[src/rtl/mic_shift_unit_pkg.sv]
// mic_shift_unit_pkg
// Shared definitions for the multi-cycle Mic-1 shifter: the shift mode
// encoding used on the request interface and the controller state type.
// The mode encoding keeps SRA=01 and SLL=10 so the field lines up with the
// existing shifter control bits in the microinstruction word.
package mic_shift_unit_pkg;

    typedef enum logic [1:0] {
        SHIFT_NONE = 2'b00,
        SHIFT_SRA  = 2'b01,
        SHIFT_SLL  = 2'b10,
        SHIFT_ROR  = 2'b11
    } shift_mode_t;

    typedef enum logic [1:0] {
        ST_IDLE  = 2'b00,
        ST_SHIFT = 2'b01,
        ST_DONE  = 2'b10
    } state_t;

    // Width needed to hold a per-cycle shift count of 0..step inclusive.
    function automatic int step_count_width(input int step);
        return $clog2(step) + 1;
    endfunction

endpackage

[src/rtl/mic_shift_unit_shift_step.sv]
// shift_step
// Purely combinational single-step shifter. Applies one shift of k bit
// positions (0..STEP) to the accumulator according to the mode.
// Ports:
//   acc     - current accumulator value
//   mode    - shift mode (NONE, SRA, SLL, ROR)
//   k       - number of positions to shift in this step
//   shifted - accumulator after the step
module shift_step
    import mic_shift_unit_pkg::*;
#(
    parameter int NBITS = 32,
    parameter int STEP  = 8,
    localparam int KW   = step_count_width(STEP)
) (
    input  logic [NBITS-1:0] acc,
    input  shift_mode_t      mode,
    input  logic [KW-1:0]    k,
    output logic [NBITS-1:0] shifted
);

    // k never reaches NBITS while rotating (the remaining distance is at
    // most NBITS-1), and a left shift by exactly NBITS yields zero, which
    // makes k=0 rotate to acc unchanged.
    always_comb begin
        shifted = acc;
        unique case (mode)
            SHIFT_NONE: shifted = acc;
            SHIFT_SLL:  shifted = acc << k;
            SHIFT_SRA:  shifted = $unsigned($signed(acc) >>> k);
            SHIFT_ROR:  shifted = (acc >> k) | (acc << (NBITS - int'(k)));
            default:    shifted = acc;
        endcase
    end

endmodule

[src/rtl/mic_shift_unit.sv]
// mic_shift_unit
// Multi-cycle variable-distance shifter between the ALU output and the C bus.
// A request (operand, mode, distance) is taken over a valid/ready handshake,
// shifted by at most STEP positions per clock, and the result is held until
// the consumer takes it.
// Ports:
//   clk, rst              - clock and synchronous active-high reset
//   in_valid / in_ready   - request handshake (ready only while idle)
//   in_data, in_mode,
//   in_amt                - operand, shift mode and shift distance
//   out_valid / out_ready - result handshake
//   out_data              - result, zero whenever out_valid is low
//   busy                  - a request is being shifted or held
module mic_shift_unit
    import mic_shift_unit_pkg::*;
#(
    parameter int NBITS = 32,
    parameter int STEP  = 8,
    parameter int AW    = $clog2(NBITS)
) (
    input  logic             clk,
    input  logic             rst,
    input  logic             in_valid,
    output logic             in_ready,
    input  logic [NBITS-1:0] in_data,
    input  shift_mode_t      in_mode,
    input  logic [AW-1:0]    in_amt,
    output logic             out_valid,
    input  logic             out_ready,
    output logic [NBITS-1:0] out_data,
    output logic             busy
);

    localparam int KW = step_count_width(STEP);

    state_t            state_q, state_d;
    logic [NBITS-1:0]  acc_q, acc_d;
    shift_mode_t       mode_q, mode_d;
    logic [AW-1:0]     rem_q, rem_d;
    logic              in_ready_q, in_ready_d;

    logic [KW-1:0]     k;
    logic [NBITS-1:0]  step_result;

    // Distance applied this cycle: the remainder, capped at STEP.
    always_comb begin
        k = KW'(STEP);
        if (int'(rem_q) < STEP) begin
            k = KW'(rem_q);
        end
    end

    shift_step #(
        .NBITS (NBITS),
        .STEP  (STEP)
    ) u_shift_step (
        .acc     (acc_q),
        .mode    (mode_q),
        .k       (k),
        .shifted (step_result)
    );

    // Next-state logic. in_ready is registered from the next state so it
    // is a clean flop output and drops for the cycle following reset.
    always_comb begin
        state_d  = state_q;
        acc_d    = acc_q;
        mode_d   = mode_q;
        rem_d    = rem_q;

        unique case (state_q)
            ST_IDLE: begin
                if (in_valid && in_ready_q) begin
                    acc_d  = in_data;
                    mode_d = in_mode;
                    rem_d  = (in_mode == SHIFT_NONE) ? '0 : in_amt;
                    if ((in_mode == SHIFT_NONE) || (in_amt == '0)) begin
                        state_d = ST_DONE;
                    end else begin
                        state_d = ST_SHIFT;
                    end
                end
            end
            ST_SHIFT: begin
                acc_d = step_result;
                rem_d = rem_q - AW'(k);
                if (rem_d == '0) begin
                    state_d = ST_DONE;
                end
            end
            ST_DONE: begin
                if (out_ready) begin
                    state_d = ST_IDLE;
                end
            end
            default: begin
                state_d = ST_IDLE;
            end
        endcase

        in_ready_d = (state_d == ST_IDLE);
    end

    always_ff @(posedge clk) begin
        if (rst) begin
            state_q    <= ST_IDLE;
            acc_q      <= '0;
            mode_q     <= SHIFT_NONE;
            rem_q      <= '0;
            in_ready_q <= 1'b0;
        end else begin
            state_q    <= state_d;
            acc_q      <= acc_d;
            mode_q     <= mode_d;
            rem_q      <= rem_d;
            in_ready_q <= in_ready_d;
        end
    end

    // Outputs depend only on registered state, never on in_* or out_ready.
    always_comb begin
        in_ready  = in_ready_q;
        out_valid = (state_q == ST_DONE);
        busy      = (state_q != ST_IDLE);
        out_data  = (state_q == ST_DONE) ? acc_q : '0;
    end

endmodule

[config.mk]
export PLATFORM = sky130hd
export DESIGN_NAME = mic_shift_unit
export DESIGN_NICKNAME = d
export VERILOG_FILES = /design/src/rtl/mic_shift_unit_pkg.sv /design/src/rtl/mic_shift_unit_shift_step.sv /design/src/rtl/mic_shift_unit.sv
export SDC_FILE = /design/constraint.sdc
export NUM_CORES = 1
export LEC_CHECK = 0
export CAP_MARGIN = 5
export CORE_ASPECT_RATIO = 0.75
export CORE_MARGIN = 2
export CORE_UTILIZATION = 30
export CTS_BUF_LIST = sky130_fd_sc_hd__clkbuf_4 sky130_fd_sc_hd__clkbuf_8
export DETAILED_ROUTE_END_ITERATION = 16
export SETUP_SLACK_MARGIN = 0.05
export SKIP_LAST_GASP = 1
export SLEW_MARGIN = 20
export SYNTH_ARGS = -nofsm -noshare
export SYNTH_HDL_FRONTEND = slang
export SYNTH_SLANG_ARGS = --single-unit
export TNS_END_PERCENT = 100
[constraint.sdc]
create_clock -name clk -period 5.54 [get_ports clk]
set_input_delay 0.831 -clock clk [delete_from_list [all_inputs] [get_ports clk]]
set_output_delay 0.831 -clock clk [all_outputs]
set_load 0.05 [all_outputs]
==> results of run 1 <==
==> worst max-delay path: cells and delay by family, from the launching register on <==
family	cells	cell delay [ns]
buffers and inverters	2	1.15
AND/OR/NAND/NOR	2	0.67
flip-flops	1	0.62
==> cell usage after synthesis (16+ instances only) <==
master    number
a211oi_1      23
nand3_1       18
mux4_2        16
nor2_1        79
clkbuf_1      88
o21ai_0       67
buf_2         16
nand2b_1      17
and2_1        35
dfxtp_1       42
mux2i_1       75
nor3_1        30
nand2_1       85
a21oi_1       53
mux2_2        18
o211ai_1      21
==> registers in the layout, indices dropped and copies added, names as in the netlist <==
register	cells
state_q	2
mode_q	2
acc_q	32
in_ready	1
rem_q	5
==> how the worst max path moves through the flow <==
stage,slack [ns],to,cells after the start,from
detailed placement,2.18,acc_q[18],10,rem_q[4]
finish,1.94,out_data[15],4,state_q[1]
global route,1.77,out_data[30],4,state_q[1]
CTS,1.94,out_data[15],4,state_q[1]
global placement,2.19,acc_q[20],7,rem_q[1]
floorplan,2.14,acc_q[26],12,rem_q[0]
==> per-layer routing <==
layer | global-route usage | vias to the layer above | share of wire
met5 | 0.0417 | - | 0.0024
met2 | 0.375 | 835 | 0.37
li1 | - | 3497 | -
met1 | 0.401 | 3730 | 0.41
met3 | 0.126 | 130 | 0.18
met4 | 0.0845 | 2 | 0.040
==> cells by family (layout without fill, tap and decap cells) <==
kind of cell / after synthesis / in the layout
AND/OR/NAND/NOR: 337 / 337
XOR/XNOR: 1 / 1
buffers and inverters: 130 / 125
other: 1 / 1
multiplexers: 109 / 109
adder cells (fa/ha/maj): 2 / 2
flip-flops: 42 / 42
AO/OA/AOI/OAI: 306 / 306
==> cell type report <==
class,instances,area [sq um],share of cell area
inverter,10,37.5,0.00494
multi-input combinational,756,5240,0.690
tap,288,360,0.0474
clock buffer,6,82.6,0.0109
timing repair buffer,108,1000,0.132
sequential,42,843,0.111
clock inverter,1,30.0,0.00395
==> per-stage QoR <==
stage          worst slack (ns)  area [sq um]   util  total power, mW
2_1_floorplan              2.14          6530      -             1.01
3_3_place_gp               2.19          7480  0.352             1.36
6_report                   1.94          7600  0.358             1.69
4_1_cts                    1.94          7600  0.358             1.63
3_5_place_dp               2.18          7490  0.353             1.35
5_1_grt                    1.77          7600  0.358             1.74
==> placed cells by master, fill, tap and decap left out, types with 9 or more instances in the layout <==
cell type,count
nor2_1,78
dfxtp_1,40
mux2i_1,75
clkdlybuf4s50_1,77
a221oi_1,13
o22ai_1,15
nor4_1,11
nand3_1,18
a211oi_1,22
a21oi_1,53
mux2_2,18
o21ai_0,66
nand2_1,85
o211ai_1,21
buf_4,31
a31oi_1,12
mux4_2,16
nor2b_1,9
and2_1,35
nand2b_1,16
nor3_1,29
o221ai_1,12
==> power by group <==
part           internal [mW]  total, mW  switching (mW)
clock network          0.145      0.282           0.137
registers              0.334      0.465           0.131
logic                  0.341      0.944           0.603
==> flow_summary.ini, run 1 <==
[grt]
antenna_found_initial = 0
grt.total_usage = 0.283
grt_pass1_wl_mm = 49.6
grt-ovfl-total = 0
grt_pass1_vias = 7685
grt_max_degree = 68

[critical_path]
r2r_start = rem_q[4]
reg2regPathDepth = 10
crit_path_start_kind = flip-flop
r2r_setup_slack_ns = 2.06
slowest_delay_ns = 0.80
worstSetupPathType = flip-flop to output pin
crit_path_max_fanout = 21
end_kind = output pin
cp.arrival_ns = 2.77
slowest_stage = clkdlybuf4s50_1
cp_cell_sequence = nor2b_2, buf_4, and2_1, clkdlybuf4s50_1
reg2reg_to = acc_q[18]
required_ns = 4.71

[routing]
drc = 0
vias_per_cell = 6.77
postRouteAntennaNets = 0
detail_route.wl_per_cell_um = 28.0
vias = 8194
drt_iter0_markers = 1626
first_pass_iters = 7
finalWirelength_mm = 33.9

[placement]
dp_hpwl_mm = 23.0
dp.cells = 1204
port-buffer-count = 77
gp_congestion = 1.04

[synthesis]
synth_edf_count = 0
yosys.area_share.simple = 0.261
yosys_warnings = 0
netlist_top_cells_area = dfxtp_1 13%, mux2i_1 11%, mux4_2 5.5%
synthArstFlopShare = 0
synthDistinctLibCells = 79
syn-mean-instance-area_sq_um = 7.04
synth.net_count = 973
synth_area_leader_cell = dfxtp_1
syn_area_sq_um = 6530
synthMuxAreaShare = 0.201
synth_fa_ha_area_frac = 0.00383
ys_ff_latch = 42
syn_inst = 928
synth-seq-area-share = 0.129
synth_top_family_by_area = compound AO/OA/AOI/OAI gates
synth_compound_area_frac = 0.323
synth_top_area_frac = 0.129
synth_ff_type = dfxtp_1
synth-xor-area-share = 0.00134

[finish]
syn_to_final_growth_pct = 16.3
stdcell_count = 1211
drive_above_1_share = 0.105
nNetsFinal = 968
diodes = 0
nFillCells = 2228

[status]
outcome = finished, final reports clean

[timing]
finalHoldViolations = 0
tns_ns = 0
min_period_ns = 3.60
period_share = 0.649
rsz0062_at_grt = no
max_slew_margin = 0.306
clock_skew_ns = 0.0108
tightest_slew_ns = 1.04
setup_viol = 0
fmax_mhz = 278
maxSlewViolCount = 0
hold_ws_ns = 0.500

[min_path]
worstHoldPathType = flip-flop to flip-flop
min_to = rem_q[4]
holdPathStages = 2
worstHoldStart = rem_q[4]

[cts]
clock-root-buffer = clkbuf_8
cts_hold_buf = 0
clockBufferDepth = 2
cts.sinks = 42
cts-resized-gates = 0
clkLatencyLatePin_ns = 0.33
cts_tree = yes
numCtsBuffers = 5
cts-htree-levels = 2
cts.clk_slew.worst_paths_ns = 0.09
post_cts_buffers = 0

[die]
top_level_ports = 78
fp.dieH_um = 132
dieArea_sq_um = 23000
coreArea_sq_um = 21200
rows = 46
fp.dieW_um = 174
initial_utilization = 0.308

[pwr]
vdd_ir_drop_max_v = 0.000108
p_per_area_nw_per_um2 = 223
power_leakage_nw = 2.58

[run]
maxCapViolCount = 0
Note: power is estimated with default switching activity, not from simulation.
==> inputs of run 2 (changes only) <==
clock period = 3.2 ns   (was 5.54 ns; I/O delays follow)
==> flow_summary.ini, run 2 (same netlist as run 1, synthesis figures left out) <==
[timing]
period_share = 0.942
max_slew_margin = 0.314
rsz0062_at_grt = no
clock_skew_ns = 0.0189
tns_ns = 0
setup_viol = 0
min_period_ns = 3.01
fmax_mhz = 332
finalHoldViolations = 0
maxSlewViolCount = 0
hold_ws_ns = 0.612
tightest_slew_ns = 1.03

[critical_path]
cp_cell_sequence = nor2b_2, buf_4, and2_1, clkdlybuf4s50_1
r2r_start = rem_q[3]
slowest_stage = clkdlybuf4s50_1
crit_buf_inv = 2
cp_num_cells = 4
crit_path_start_kind = flip-flop
critical-path-top-delay-family = buffers and inverters
r2r_setup_slack_ns = 0.40
cp.arrival_ns = 2.53
reg2reg_to = acc_q[26]
slowest_delay_ns = 0.81
reg2regPathDepth = 8
required_ns = 2.72
crit_path_max_fanout = 22
end_kind = output pin
worstSetupPathType = flip-flop to output pin

[min_path]
min_to = mode_q[1]
worstHoldPathType = flip-flop to flip-flop
worstHoldStart = mode_q[1]
holdPathStages = 2

[routing]
vias_per_cell = 6.67
drt_iter0_markers = 1389
postRouteAntennaNets = 0
vias = 8362
finalWirelength_mm = 35.5
drc = 0
first_pass_iters = 6
detail_route.wl_per_cell_um = 28.4

[finish]
nNetsFinal = 1009
syn_to_final_growth_pct = 21.2
nFillCells = 2248
largest_register = acc_q
layout_common_cells = 85 x nand2_1, 78 x nor2_1, 77 x clkdlybuf4s50_1, 74 x mux2i_1, 70 x buf_4
drive_above_1_share = 0.144
largest_register_ffs = 32
layout_commonest_cell = nand2_1
top_regs = acc_q x32, rem_q x5

[cts]
cts.sinks = 42
cts-resized-gates = 0
cts_tree = yes
post_cts_buffers = 0
cts_hold_buf = 0
cts.clk_slew.worst_paths_ns = 0.08
clock-root-buffer = clkbuf_8
cts-htree-levels = 2
numCtsBuffers = 5
clkLatencyLatePin_ns = 0.35
clockBufferDepth = 2

[grt]
grt.total_usage = 0.299
grt_pass1_wl_mm = 52.0
grt_pass1_vias = 7709
antenna_found_initial = 0
grt_max_degree = 51
grt-ovfl-total = 0

[placement]
port-buffer-count = 77
dp_hpwl_mm = 25.7
gp_congestion = 1.04

[pwr]
totalPowerFinal_mw = 2.99
vdd_ir_drop_max_v = 0.000179
power_leakage_nw = 2.77
p_per_area_nw_per_um2 = 377

[status]
outcome = finished, final reports clean

[die]
fp.dieH_um = 132
dieArea_sq_um = 23000
rows = 46
top_level_ports = 78
fp.dieW_um = 174
initial_utilization = 0.308
coreArea_sq_um = 21200

[run]
maxCapViolCount = 0
run 2: area by class of cell:
| type | instances | area, sq um | share of cell area |
|---|---|---|---|
| multi-input cells | 756 | 5260 | 0.664 |
| repair buffers | 149 | 1340 | 0.169 |
| flip-flops and latches | 42 | 843 | 0.106 |
| well taps | 288 | 360 | 0.0455 |
| clock buffers | 7 | 83.8 | 0.0106 |
| inverters | 10 | 37.5 | 0.00474 |
| diodes | 1 | 2.50 | 0.000316 |
run 2: worst min-delay path, cell delays in order, from the launching register on:
cell     delay, ns
dfxtp_1       0.42
nand2_1       0.10
a21oi_1       0.06
run 2: how the worst max path moves through the flow:
stage | startpoint | endpoint | slack, ns
floorplan | rem_q[0] | acc_q[26] | 0.06
global placement | rem_q[3] | acc_q[26] | 0.48
detailed placement | rem_q[3] | acc_q[26] | 0.44
CTS | state_q[1] | out_data[31] | 0.20
global route | state_q[1] | out_data[31] | 0.1
finish | state_q[1] | out_data[31] | 0.19
run 2: power by group:
group / leakage (nW) / internal [mW] / switching [mW] / total (mW)
registers: 0.344 / 0.579 / 0.186 / 0.765
logic: 2.39 / 0.668 / 1.14 / 1.80
clock network: 0.0452 / 0.169 / 0.251 / 0.420
total: 2.77 / 1.42 / 1.57 / 2.99
run 2: routing by layer:
layer  up-vias  GRT usage  share of wire  routed length [um]
met1      3957      0.441           0.43               15200
met2       737      0.394           0.38               13400
met3        87      0.117           0.17                5870
li1       3579          -              -                   -
met5         -     0.0208         0.0018                  64
met4         2     0.0803          0.028                1010
run 2: stage by stage:
step / util / cell area, sq um / setup slack, ns / std cells
CTS: 0.373 / 7920 / 0.196 / 1252
floorplan: - / 6580 / 0.0572 / 928
global placement: 0.369 / 7830 / 0.477 / 1245
detailed placement: 0.369 / 7830 / 0.439 / 1245
finish: 0.373 / 7920 / 0.187 / 1253
global route: 0.373 / 7920 / 0.0952 / 1252
==> inputs of run 3 (changes only) <==
HOLD_SLACK_MARGIN = 0.05   (was default)
==> results of run 3 <==
Same layout as run 2: the final DEF is identical, and so are final timing and power.
